`src/rtl/qoi_stream_sequencer.sv`:
```
// QOI stream sequencer: parses the 14-byte header, keeps the decoder's 5-byte chunk
// window filled, issues one decoder step per pixel and verifies the 8-byte end marker.
module qoi_stream_sequencer #(
   parameter int DIM_W = 16
) (
   input  logic             clk,
   input  logic             rst,
   input  logic [7:0]       in_data,
   input  logic             in_valid,
   output logic             in_ready,
   output logic [39:0]      chunk_flat,
   input  logic [2:0]       dec_consumed,
   output logic             dec_step,
   output logic             dec_clear,
   output logic             pix_valid,
   input  logic             pix_ready,
   output logic [DIM_W-1:0] img_width,
   output logic [DIM_W-1:0] img_height,
   output logic [7:0]       img_channels,
   output logic             busy,
   output logic             done,
   output logic             error,
   input  logic             start
);

   typedef enum logic [2:0] {S_IDLE, S_HDR, S_PIX, S_END, S_DONE, S_ERR} state_t;

   state_t             state;
   logic [7:0]         win [5];
   logic [2:0]         fill;
   logic [3:0]         hdr_cnt;
   logic [3:0]         end_cnt;
   logic [23:0]        dim_sh;
   logic [2*DIM_W-1:0] total;
   logic [2*DIM_W-1:0] pix_cnt;

   logic               acc;
   logic               win_acc;
   logic               end_ret;
   logic               bad_cons;
   logic [2:0]         sh;
   logic [2:0]         base;
   logic [3:0]         idx;
   logic [7:0]         nxt_win [5];
   logic [2:0]         nxt_fill;
   logic [31:0]        dim_full;
   logic [4:0]         end_room;
   logic [7:0]         magic_b;
   logic               dim_bad;

   assign busy     = (state == S_HDR) || (state == S_PIX) || (state == S_END);
   // In END, never pull more bytes than the marker still needs.
   assign end_room = {1'b0, end_cnt} + {2'b00, fill};
   assign in_ready = busy && (fill < 3'd5) && ((state != S_END) || (end_room < 5'd8));
   assign acc      = in_valid && in_ready;
   assign dec_step = (state == S_PIX) && (fill == 3'd5) && (!pix_valid || pix_ready)
                     && (pix_cnt != total);
   assign end_ret  = (state == S_END) && (fill != 3'd0);
   assign bad_cons = dec_step && (dec_consumed > fill);
   assign dim_full = {dim_sh, in_data};
   assign dim_bad  = (dim_full == 32'd0) || ((dim_full >> DIM_W) != 32'd0);

   for (genvar g = 0; g < 5; g++) begin : g_flat
      assign chunk_flat[8*g +: 8] = win[g];
   end

   always_comb begin
      case (hdr_cnt[1:0])
         2'd0:    magic_b = 8'h71;
         2'd1:    magic_b = 8'h6F;
         2'd2:    magic_b = 8'h69;
         default: magic_b = 8'h66;
      endcase
   end

   // Retire first (decoder step or one marker byte), then append any accepted byte.
   always_comb begin
      sh = 3'd0;
      if (dec_step)
         sh = dec_consumed;
      else if (end_ret)
         sh = 3'd1;
      base = fill - sh;
      idx  = 4'd0;
      for (int k = 0; k < 5; k++) begin
         idx        = 4'(k) + {1'b0, sh};
         nxt_win[k] = 8'h00;
         if (idx < 4'd5)
            nxt_win[k] = win[idx[2:0]];
      end
      win_acc = acc && (state != S_HDR);
      if (win_acc && (base < 3'd5))
         nxt_win[base] = in_data;
      nxt_fill = base + {2'b00, win_acc};
   end

   always_ff @(posedge clk or posedge rst) begin
      if (rst) begin
         state        <= S_IDLE;
         fill         <= 3'd0;
         for (int k = 0; k < 5; k++) win[k] <= 8'h00;
         hdr_cnt      <= 4'd0;
         end_cnt      <= 4'd0;
         dim_sh       <= 24'd0;
         total        <= '0;
         pix_cnt      <= '0;
         dec_clear    <= 1'b0;
         pix_valid    <= 1'b0;
         img_width    <= '0;
         img_height   <= '0;
         img_channels <= 8'h00;
         done         <= 1'b0;
         error        <= 1'b0;
      end else begin
         dec_clear <= 1'b0;
         if (((state == S_PIX) || (state == S_END)) && !bad_cons) begin
            win  <= nxt_win;
            fill <= nxt_fill;
         end
         case (state)
            S_IDLE, S_DONE, S_ERR: begin
               if (start) begin
                  state     <= S_HDR;
                  dec_clear <= 1'b1;
                  done      <= 1'b0;
                  error     <= 1'b0;
                  hdr_cnt   <= 4'd0;
                  end_cnt   <= 4'd0;
                  pix_cnt   <= '0;
                  fill      <= 3'd0;
                  pix_valid <= 1'b0;
               end
            end
            S_HDR: begin
               if (acc) begin
                  hdr_cnt <= hdr_cnt + 4'd1;
                  dim_sh  <= dim_full[23:0];
                  if ((hdr_cnt < 4'd4) && (in_data != magic_b)) begin
                     state <= S_ERR;
                     error <= 1'b1;
                  end
                  if (hdr_cnt == 4'd7) begin
                     img_width <= dim_full[DIM_W-1:0];
                     if (dim_bad) begin
                        state <= S_ERR;
                        error <= 1'b1;
                     end
                  end
                  if (hdr_cnt == 4'd11) begin
                     img_height <= dim_full[DIM_W-1:0];
                     if (dim_bad) begin
                        state <= S_ERR;
                        error <= 1'b1;
                     end
                  end
                  if (hdr_cnt == 4'd12) begin
                     img_channels <= in_data;
                     if ((in_data != 8'd3) && (in_data != 8'd4)) begin
                        state <= S_ERR;
                        error <= 1'b1;
                     end
                  end
                  if (hdr_cnt == 4'd13) begin
                     total <= (2*DIM_W)'(img_width) * (2*DIM_W)'(img_height);
                     state <= S_PIX;
                  end
               end
            end
            S_PIX: begin
               if (bad_cons) begin
                  state     <= S_ERR;
                  error     <= 1'b1;
                  pix_valid <= 1'b0;
               end else if (dec_step) begin
                  pix_valid <= 1'b1;
                  pix_cnt   <= pix_cnt + 1'b1;
               end else if (pix_valid && pix_ready) begin
                  pix_valid <= 1'b0;
                  if (pix_cnt == total)
                     state <= S_END;
               end
            end
            S_END: begin
               if (end_ret) begin
                  if (win[0] != {7'd0, end_cnt == 4'd7}) begin
                     state <= S_ERR;
                     error <= 1'b1;
                  end else begin
                     end_cnt <= end_cnt + 4'd1;
                     if (end_cnt == 4'd7) begin
                        state <= S_DONE;
                        done  <= 1'b1;
                     end
                  end
               end
            end
            default: state <= S_IDLE;
         endcase
      end
   end

endmodule

```
`config.mk`:
```
export PLATFORM = sky130hd
export DESIGN_NAME = qoi_stream_sequencer
export DESIGN_NICKNAME = d
export VERILOG_FILES = /design/src/rtl/qoi_stream_sequencer.sv
export SDC_FILE = /design/constraint.sdc
export NUM_CORES = 1
export LEC_CHECK = 0
export CORE_MARGIN = 10
export CORE_UTILIZATION = 55
export CTS_BUF_LIST = sky130_fd_sc_hd__clkbuf_4
export CTS_CLUSTER_DIAMETER = 50
export DETAILED_ROUTE_END_ITERATION = 12
export DONT_BUFFER_PORTS = 1
export MAX_ROUTING_LAYER = met4
export PLACE_DENSITY = 0.81
export SLEW_MARGIN = 20
export SYNTH_ARGS = -nofsm -noshare
export SYNTH_HDL_FRONTEND = slang
export SYNTH_SLANG_ARGS = --single-unit
export TNS_END_PERCENT = 5
```
`constraint.sdc`:
```
create_clock -name clk -period 7.85 [get_ports clk]
set_input_delay 2.355 -clock clk [delete_from_list [all_inputs] [get_ports clk]]
set_output_delay 2.355 -clock clk [all_outputs]
set_load 0.1 [all_outputs]
```
# Word level (Yosys, flattened, before mapping)
# Index checks and enable logic that the tools add are counted.
[classes]
addsub = 10
multipliers = 1
magnitude_cmp = 17
eq_ne = 35
mux = 81
bitwise_logic = 6
reduce_logical = 45
[op_table]
columns = ["cell", "count"]
rows = [
  ["two-way mux 8 bit", 16],
  ["binary-select mux 8 bit (select 3 bit)", 5],
  ["two-way mux 32 bit", 3],
  ["one-hot mux 32 bit (2 select lines)", 1],
  ["two-way mux 3 bit", 21],
  ["bitwise mux 40 bit", 1],
  ["two-way mux 40 bit", 1],
  ["adder 32 x 1 -> 32 bit (second input constant)", 1],
  ["== test 32 bit", 1],
  ["zero test 32 bit", 1],
  ["multiplier 16 x 16 -> 32 bit", 1],
  ["!= test 32 bit", 1],
  ["nonzero test 32 bit", 1],
  ["demux 8 bit (select 3 bit)", 1],
  [">= comparator 4 bit (second input constant)", 6],
  ["NOT 3 -> 4 bit", 6],
  ["two-way mux 1 bit", 21],
  ["less-than comparator 4 x 3 -> 1 bit (second input constant)", 5],
  ["AND reduction 3 bit", 6],
  ["two-way mux 4 bit", 4],
  ["one-hot mux 4 bit (2 select lines)", 2],
  ["logical AND 1 bit", 15],
  ["one-hot mux 5 bit (3 select lines)", 1],
  ["!= test 2 bit (second input constant)", 7],
  ["other kinds (43)", 67],
]
[word_totals]
ff_bits = 186
output_inout_bits = 87

# Depth between registers and ports, before layout
# Gate-level depths: netlist of the first run.
[depth]
ltp_word = 14
mapped_depth = 23
ltp_nobuf = 22

# Least setup slack after synthesis of the first run
# Ideal clock, no wire load.
[synth_path]
path_type = "reg-to-reg"
from = "register img_height[9]"
to = "register total[29]"
arrival_time_ps = 6635
required_time_ps = 7730
slack_ps = 1095
path_stages_with_launch = 22
period_less_slack_ps = 6755
cell_sequence = "dfrtp_1 > clkbuf_1 > clkbuf_1 > nand2_1 > fa_1 > inv_1 > fa_1 > fa_1 > fa_1 > fa_1 > inv_1 > fa_1 > inv_1 > ha_1 > a21oi_1 > o21ai_0 > a221oi_1 > nand3_1 > a41o_1 > o21a_1 > or3_1 > a31o_2"
[synth_via]
elab_chain_len = 1
[synth_lines]
columns = ["item", "line", "source"]
rows = [
  ["start: declaration", "18", "output logic [DIM_W-1:0] img_height,"],
  ["start signal: assignment", "150", "img_height <= dim_full[DIM_W-1:0];"],
  ["multiplier 16 x 16 -> 32 bit", "164", "total <= (2*DIM_W)'(img_width) * (2*DIM_W)'(img_height);"],
  ["end signal: assignment", "164", ""],
  ["end: declaration", "34", "logic [2*DIM_W-1:0] total;"],
]
# No other way between the ends.
# A chain may end at the register's enable or synchronous reset.

# Worst setup path in the final report of the first run
[layout_path]
from = "register img_height[11]"
to = "register total[29]"
# Same word-level chain as after synthesis.

==> results of run 1 <==
## cells by family (layout without fill, tap and decap cells)
| family | after synthesis | in the layout | share of synthesized area (%) |
|---|---|---|---|
| other cells | 0 | 3 | 0 |
| simple gates | 690 | 690 | 18.0 |
| mux | 92 | 92 | 5.28 |
| flops | 186 | 186 | 24.7 |
| compound gates | 323 | 323 | 11.8 |
| buf+inv | 362 | 347 | 7.34 |
| xor+xnor | 83 | 83 | 3.96 |
| fa+ha+maj | 319 | 319 | 28.9 |
## per-stage QoR
step | power, mW | cells | utilization, % | hold WS [ps]
CTS | 3.11 | 2487 | 58.6 | 510
global placement | 2.51 | 2456 | 57.7 | 465
floorplan | 2.28 | 2055 | - | 446
global route | 3.23 | 2491 | 58.7 | 536
finish | 3.12 | 2491 | 58.7 | 507
detailed placement | 2.53 | 2456 | 57.7 | 470
## registers in the layout, indices dropped and copies added, names as in the netlist, 8 cells and up
name and flops:
chunk_flat 40, dim_sh 24, img_channels 8, img_height 16
img_width 16, pix_cnt 32, total 32
## cell type report
| cell class | count | area [µm²] |
|---|---|---|
| Inverter | 260 | 988 |
| Tap cell | 448 | 561 |
| Antenna cell | 3 | 7.51 |
| Timing Repair Buffer | 56 | 424 |
| Clock buffer | 17 | 128 |
| Sequential cell | 186 | 4650 |
| Fill cell | 2826 | 13900 |
| Multi-Input combinational cell | 1507 | 12800 |
| Clock inverter | 14 | 183 |
## routing by layer
metal / track usage [%] / vias to the layer above / routed length, µm
met5: - / - / 0
met4: 8.35 / 0 / 1430
met3: 5.94 / 121 / 4800
met2: 38.7 / 742 / 23400
met1: 31.5 / 7598 / 20700
li1: - / 6785 / -
## cell usage after synthesis (25+ instances only)
cell        n
a21oi_1    59
a22oi_1    30
and2_1    129
clkbuf_1   84
dfrtp_1   186
fa_1      195
ha_1      124
inv_1     257
mux2_2     54
mux2i_1    35
nand2_1   319
nand3_1    37
nor2_1     70
nor3_1     25
o21ai_0    62
xnor2_1    28
xor2_1     54
## worst paths after layout
| kind | startpoint | endpoint | slack [ps] | cells after the start |
|---|---|---|---|---|
| setup / recovery | img_height[11]$_DFFE_PP0P_ | total[29]$_DFFE_PP0P_ | 1130 | 20 |
| hold / removal | dim_sh[16]$_DFFE_PP0P_ | dim_sh[16]$_DFFE_PP0P_ | 510 | 2 |
| setup reg to reg | img_height[11]$_DFFE_PP0P_ | total[29]$_DFFE_PP0P_ | 1130 | 20 |
| hold reg to reg | dim_sh[16]$_DFFE_PP0P_ | dim_sh[16]$_DFFE_PP0P_ | 510 | 2 |
| max in group asynchronous | rst | dim_sh[3]$_DFFE_PP0P_ | 4650 | 2 |
| min in group asynchronous | rst | end_cnt[0]$_DFFE_PP0P_ | 1730 | 1 |
## power by group through the flow
stage | Clock [mW] | Sequential [mW] | Combinational, mW
floorplan | 0 | 1.85 | 0.430
global route | 0.625 | 1.65 | 0.960
finish | 0.582 | 1.64 | 0.900
CTS | 0.595 | 1.63 | 0.886
global placement | 0 | 1.65 | 0.862
detailed placement | 0 | 1.65 | 0.884
## cell usage in the layout, fill, tap and decap left out, types with 8 or more instances in the layout
cell	Yosys	layout
buf_4	1	55
nor3_1	25	25
nor2_1	70	70
dfrtp_1	186	186
ha_1	124	124
a31oi_1	11	11
o211ai_1	20	20
mux2i_1	35	35
o21ai_1	10	10
fa_1	195	195
a21o_1	14	14
nand4_1	23	23
nand2_1	319	319
xnor2_1	28	28
o21ai_0	62	62
a221o_1	8	8
o2111ai_1	14	14
a22oi_1	30	30
a211oi_1	9	9
nand3_1	37	37
and3_1	12	12
xor2_1	54	54
mux2_2	54	54
and2_1	129	129
clkbuf_4	0	17
inv_1	257	256
nor4_1	20	20
o31ai_1	13	13
a21oi_1	59	58
## worst max-delay path, cell delays in order, from the launching register on
cell,delay [ps]
dfrtp_1,640
buf_4,410
nand2_1,130
fa_1,520
inv_1,60
fa_1,550
fa_1,460
fa_1,480
fa_1,550
inv_1,70
fa_1,530
inv_1,40
ha_1,340
a21oi_1,160
o21ai_0,100
a221oi_1,260
nand3_1,260
a41o_1,330
o21a_1,190
or3_1,300
a31o_2,240
==> flow_summary.json, run 1 <==
{
  "status": "finished, final reports clean",
  "yosys.area.top_type": "dfrtp_1",
  "port_buffers": 0,
  "synth_edf_count": 0,
  "p_sw_share_pct": 51.3,
  "drv_cap": 0,
  "max-slew-margin-rel_pct": 20.4,
  "drt_wl_total_um": 50300,
  "final_area_mm2": 0.0198,
  "grt_pass1_vias": 15800,
  "start_util_pct": 55.9,
  "num_vias": 15200,
  "syn_area_per_cell_um2": 9.17,
  "htreeDepth": 4,
  "cts_root_buf": "clkbuf_4",
  "ctsResizeCount": 0,
  "synth_top_area_share_pct": 24.7,
  "netlist_area_mm2": 0.0189,
  "globalplace.congestion": 0.941,
  "rsz0062_at_grt": "no",
  "period_share_pct": 85.7,
  "min_path_type": "reg2reg",
  "startpoint_type": "flop",
  "syn2layout_area_growth_pct": 4.83,
  "crit_required_ps": 8360,
  "finClkSkew_ps": 60.5,
  "die_area_mm2": 0.0421,
  "finalMaxSlewViolations": 0,
  "ys_seq_elements": 186,
  "layout.nets": 2363,
  "synth_cells": 2055,
  "power.density_mw_per_mm2": 158,
  "clock_path_buffers": 2,
  "final_antenna_net_count": 0,
  "worstMarginPinSlew_ps": 1190,
  "worst-path-max-fanout": 12,
  "die_y_um": 205,
  "dr.pass1.iters": 6,
  "insertion_delay_ps": 630,
  "grt_pass1_wl_um": 82400,
  "synth.distinct_cells": 83,
  "clock-sinks": 186,
  "grt.overflow.total": 0,
  "avgRoutedWirePerCell_um": 20.2,
  "worstSetupPathType": "reg2reg",
  "synthesis.nets": 2390,
  "cts_buffers": 17,
  "arrival_ps": 7230,
  "synth_top_flop_cell": "dfrtp_1",
  "coreArea_mm2": 0.0337,
  "grt_antenna_before_repair": 2,
  "yosysSeqAreaShare_pct": 24.7,
  "layout_setup_ws_ps": 1130,
  "hold_buffers": 0,
  "drc": 0,
  "yosys_warnings": 0,
  "clk_transition_reported_paths_ps": 170,
  "postCtsSetupBuffers": 0,
  "synth_area_leaders": "dfrtp_1 (25%), fa_1 (21%), ha_1 (8.2%), nand2_1 (6.4%), inv_1 (5.1%)",
  "leakage_nw": 9.83,
  "setup_violations": 0,
  "placed_cell_area_mm2": 0.0194,
  "setup_tns_ps": 0,
  "seqPwrFrac_pct": 52.5,
  "ios": 103,
  "cp-end-kind": "flop",
  "fp.dieW_um": 205,
  "place_ws_ps": 1180,
  "pwr-share-clk_pct": 18.7,
  "tritoncts": "yes",
  "synth_async_sr_flop_share_pct": 100,
  "p_int_mw": 1.52,
  "hold_viol": 0,
  "min_period_ps": 6720,
  "drive_gt1_share_pct": 8.33,
  "rows": 67,
  "place_hpwl_um": 37800,
  "gr-usage-all-layers_pct": 24.9,
  "irDropWorstVdd_v": 0.000314,
  "grt_max_degree": 113,
  "p_switching_mw": 1.60,
  "drt_first_iter_violations": 1336,
  "viasPerCell": 6.12,
  "p_comb_share_pct": 28.9,
  "clock.fmax_mhz": 149
}
No activity file was read; power rests on OpenSTA's default activity.
==> run 2: changes to the inputs <==
--- a/config.mk
+++ b/config.mk
@@ -7,2 +7,3 @@
 export LEC_CHECK = 0
+export ABC_CLOCK_PERIOD_IN_PS = 7850
 export CORE_MARGIN = 10
@@ -14,3 +15,3 @@
 export MAX_ROUTING_LAYER = met4
-export PLACE_DENSITY = 0.81
+export PLACE_DENSITY = 0.71
 export SLEW_MARGIN = 20
==> constraint.sdc (replaced) <==
create_clock -name clk -period 7.85 [get_ports clk]
set_input_delay 1.1775 -clock clk [delete_from_list [all_inputs] [get_ports clk]]
set_output_delay 1.1775 -clock clk [all_outputs]
set_load 0.1 [all_outputs]
==> run 2 against run 1 <==
Fmax decreased by 0.36%; critical path depth shrank 1; combinational power fell by 6.1%; critical path type unchanged.
==> flow_summary.json, run 2 (synthesized netlist as in run 1, its figures left out) <==
{
  "worstSetupPathType": "reg2reg",
  "startpoint_type": "flop",
  "clk_transition_reported_paths_ps": 200,
  "fp.dieW_um": 205,
  "setup_violations": 0,
  "dp.cells": 2458,
  "gr-usage-all-layers_pct": 25.2,
  "power.density_mw_per_mm2": 158,
  "insertion_delay_ps": 620,
  "status": "finished, final reports clean",
  "viasPerCell": 6.01,
  "coreArea_mm2": 0.0337,
  "crit_required_ps": 8360,
  "arrival_ps": 7250,
  "avgRoutedWirePerCell_um": 20.3,
  "final_antenna_net_count": 0,
  "finalMaxSlewViolations": 0,
  "min_path_type": "in2async",
  "num_vias": 15000,
  "hold_viol": 0,
  "layout.nets": 2364,
  "rsz0062_at_grt": "no",
  "globalplace.congestion": 0.927,
  "grt_antenna_before_repair": 1,
  "worst-path-max-fanout": 18,
  "start_util_pct": 55.9,
  "hold_buffers": 0,
  "grt_pass1_wl_um": 83000,
  "place_hpwl_um": 38100,
  "ios": 103,
  "rows": 67,
  "drv_cap": 0,
  "drt_first_iter_violations": 1301,
  "htreeDepth": 4,
  "ctsResizeCount": 0,
  "drive_gt1_share_pct": 8.52,
  "period_share_pct": 86.0,
  "power.total_mw": 3.12,
  "stdcell_count": 2491,
  "cts_buffers": 17,
  "nFillCells": 2944,
  "clock.fmax_mhz": 148,
  "leakage_nw": 9.84,
  "port_buffers": 0,
  "postCtsSetupBuffers": 0,
  "final_common_cell": "nand2_1",
  "cts_root_buf": "clkbuf_4",
  "irDropWorstVdd_v": 0.000300,
  "die_area_mm2": 0.0421,
  "clock_path_buffers": 2,
  "dr.pass1.iters": 6,
  "drt_wl_total_um": 50500,
  "die_y_um": 205,
  "worstMarginPinSlew_ps": 1180,
  "grt.overflow.total": 0,
  "largest_reg_flops": 40,
  "min_period_ps": 6750,
  "setup_tns_ps": 0,
  "grt_max_degree": 108,
  "tritoncts": "yes",
  "clock-sinks": 186,
  "finClkSkew_ps": 51.3,
  "drc": 0,
  "cp-end-kind": "flop",
  "grt_pass1_vias": 15200,
  "syn2layout_area_growth_pct": 4.92,
  "max-slew-margin-rel_pct": 21.1,
  "mostFrequentLayoutCells": "nand2_1 (319), inv_1 (256), fa_1 (195), dfrtp_1 (186), and2_1 (129)"
}
[run 2: stage by stage]
stage	cell area [µm²]	hold slack, ps	setup slack, ps	utilization [%]
global route	19800	536	790	58.7
CTS	19800	504	1120	58.7
finish	19800	497	1100	58.7
floorplan	18900	446	1100	-
detailed placement	19500	464	1140	57.7
global placement	19500	463	1270	57.7
[run 2: final timing paths]
path / start / endpoint / slack, ps / cells after the start
worst max-delay path: img_width[8]$_DFFE_PP0P_ / total[29]$_DFFE_PP0P_ / 1100 / 19
worst min-delay path: rst / total[2]$_DFFE_PP0P_ / 500 / 1
worst max register to register: img_width[8]$_DFFE_PP0P_ / total[29]$_DFFE_PP0P_ / 1100 / 19
worst min register to register: dim_sh[21]$_DFFE_PP0P_ / dim_sh[21]$_DFFE_PP0P_ / 500 / 2
max in group asynchronous: rst / total[20]$_DFFE_PP0P_ / 6100 / 2
min in group clk: dim_sh[21]$_DFFE_PP0P_ / dim_sh[21]$_DFFE_PP0P_ / 500 / 2
[run 2: area by class of cell]
class,instances,area [µm²],area share (%)
antenna,1,2.50,0.0127
clock buffer,17,128,0.645
clock inverter,15,194,0.980
inverter,260,988,5.00
multi-input combinational,1507,12800,64.8
sequential,186,4650,23.5
tap,448,561,2.83
timing repair buffer,57,432,2.18
[run 2: worst max-delay path, stage by stage (launching register included)]
cell	delay (ps)
dfrtp_1	870
nand2_1	180
fa_1	560
inv_1	60
fa_1	480
fa_1	570
fa_1	470
fa_1	550
inv_1	50
fa_1	530
inv_1	40
ha_1	350
a21oi_1	160
o21ai_0	100
a221oi_1	280
nand3_1	280
a41o_1	340
o21a_1	200
or3_1	310
a31o_2	250
[run 2: power by group]
part	internal, mW	total, mW	switching, mW
clock	0.182	0.582	0.400
sequential	1.04	1.69	0.646
combinational	0.272	0.845	0.573
[run 2: per-layer routing]
layer | vias up | GRT usage [%] | wire length, µm
met5 | - | - | 0
met4 | 0 | 6.20 | 989
met3 | 101 | 4.94 | 4400
met2 | 636 | 38.8 | 23500
met1 | 7457 | 33.6 | 21600
li1 | 6788 | - | -
==> run 3: changes to the inputs <==
DONT_BUFFER_PORTS = not set   (was 1)
PLACE_DENSITY = 0.75   (was 0.71)
==> run 3 against run 2 <==
Sequential power down 24%; clock power down 3.6%; design area up 3.3%; fmax up 0.20%; first-iteration DRC count down 2.0%; utilization up 1.9 points; combinational power up 67%; critical path type unchanged; largest cell class unchanged; highest routed layer unchanged.
==> flow_summary.json, run 3 (synthesized netlist as in run 1, its figures left out) <==
{
  "status": "finished, final reports clean",
  "drt_first_iter_violations": 1275,
  "syn2layout_area_growth_pct": 8.37,
  "clock.fmax_mhz": 148,
  "clock_path_buffers": 2,
  "num_vias": 15400,
  "min_period_ps": 6730,
  "dr.pass1.iters": 6,
  "hold_viol": 0,
  "wl_met2_um": 25000,
  "irDropWorstVdd_v": 0.000405,
  "hold_start": "dim_sh[16]$_DFFE_PP0P_",
  "grt.overflow.total": 0,
  "grt_antenna_before_repair": 1,
  "routed.top_layer": "met4",
  "start_util_pct": 55.9,
  "die_y_um": 205,
  "worst-path-max-fanout": 18,
  "min_path_type": "reg2reg",
  "arrival_ps": 7280,
  "reg2reg_depth": 19,
  "period_share_pct": 85.8,
  "coreArea_mm2": 0.0337,
  "mostFrequentLayoutCells": "nand2_1 (319), inv_1 (256), fa_1 (195), dfrtp_1 (186), and2_1 (129)",
  "place_hpwl_um": 38200,
  "postCtsSetupBuffers": 0,
  "cts_root_buf": "clkbuf_4",
  "r2r_end": "total[29]$_DFFE_PP0P_",
  "crit_required_ps": 8400,
  "ctsResizeCount": 0,
  "reg2reg_setup_slack_ps": 1120,
  "finClkSkew_ps": 49.8,
  "avgRoutedWirePerCell_um": 20.6,
  "layout.nets": 2420,
  "startpoint_type": "flop",
  "multi_input_area_mm2": 0.0128,
  "seqCellArea_mm2": 0.00465,
  "hold_buffers": 0,
  "place_ws_ps": 1240,
  "port_buffers": 102,
  "worstMarginPinSlew_ps": 1180,
  "cts_buffers": 17,
  "power.total_mw": 3.25,
  "cp-end-kind": "flop",
  "whs_path_depth": 2,
  "globalplace.congestion": 0.940,
  "power.density_mw_per_mm2": 159,
  "final_antenna_net_count": 0,
  "insertion_delay_ps": 630,
  "r2r_start": "img_height[7]$_DFFE_PP0P_",
  "tritoncts": "yes",
  "drt-met1-wl_um": 22500,
  "leakage_nw": 9.95,
  "htreeDepth": 4,
  "finalMaxSlewViolations": 0,
  "drv_cap": 0,
  "largest_reg_flops": 40,
  "rsz0062_at_grt": "no",
  "drive_gt1_share_pct": 6.05,
  "viasPerCell": 6.06,
  "worstSetupPathType": "reg2reg",
  "rows": 67,
  "clock-sinks": 186,
  "max-slew-margin-rel_pct": 21.2,
  "drt_wl_total_um": 52400,
  "ios": 103,
  "setup_tns_ps": 0,
  "gr-usage-all-layers_pct": 26.2,
  "final_common_cell": "nand2_1",
  "hold_slack_ps": 501,
  "fp.dieW_um": 205,
  "grt_max_degree": 116,
  "dr_wl_met3_um": 3910,
  "nFillCells": 2917,
  "grt_pass1_wl_um": 86000,
  "layout_setup_ws_ps": 1120,
  "hold_path_end": "dim_sh[16]$_DFFE_PP0P_",
  "setup_violations": 0,
  "clk_transition_reported_paths_ps": 190,
  "grt_pass1_vias": 15800,
  "die_area_mm2": 0.0421,
  "drc": 0
}
run 3: per-layer routing:
layer	vias up	track usage (%)
met5	-	-
met1	7741	35.3
met2	709	41.2
met4	0	6.83
met3	84	3.47
li1	6907	-
run 3: power by group:
part,internal (mW),switching (mW),total (mW)
Sequential,1.06,0.221,1.28
Clock,0.150,0.411,0.561
Combinational,0.381,1.03,1.41
Total,1.59,1.66,3.25
run 3: final cells by class:
| cell class | instances | share of cell area [%] |
|---|---|---|
| Antenna cell | 1 | 0.0122 |
| Clock buffer | 17 | 0.625 |
| Clock inverter | 15 | 0.863 |
| Inverter | 260 | 4.84 |
| Multi-Input combinational cell | 1507 | 62.7 |
| Sequential cell | 186 | 22.8 |
| Tap cell | 448 | 2.74 |
| Timing Repair Buffer | 113 | 5.40 |
run 3: metrics by stage:
step	instance area, µm²	utilization [%]	std cells
floorplan	18900	-	2055
detailed placement	20100	59.7	2514
global route	20400	60.6	2547
finish	20400	60.6	2547
CTS	20400	60.6	2546
global placement	20100	59.7	2514
run 3: worst max-delay path, cell delays in order (launching register included):
cell      delay, ps
dfrtp_1         920
nand2_1         180
fa_1            570
inv_1            60
fa_1            490
fa_1            580
fa_1            440
fa_1            550
inv_1            60
fa_1            560
inv_1            60
ha_1            360
a21oi_1         160
o21ai_0         100
a221oi_1        240
nand3_1         250
a41o_1          330
o21a_1          190
or3_1           320
a31o_2          250
run 3: how the worst max path moves through the flow:
stage	start	end	slack [ps]	cells past startpoint
after global placement	img_height[7]$_DFFE_PP0P_	total[29]$_DFFE_PP0P_	1330	19
final	img_height[7]$_DFFE_PP0P_	total[29]$_DFFE_PP0P_	1120	19
after floorplan	img_height[9]$_DFFE_PP0P_	total[29]$_DFFE_PP0P_	1100	21
after CTS	img_height[7]$_DFFE_PP0P_	total[29]$_DFFE_PP0P_	1190	19
after global routing	img_height[7]$_DFFE_PP0P_	total[29]$_DFFE_PP0P_	770	19
after detailed placement	img_height[7]$_DFFE_PP0P_	total[29]$_DFFE_PP0P_	1240	19
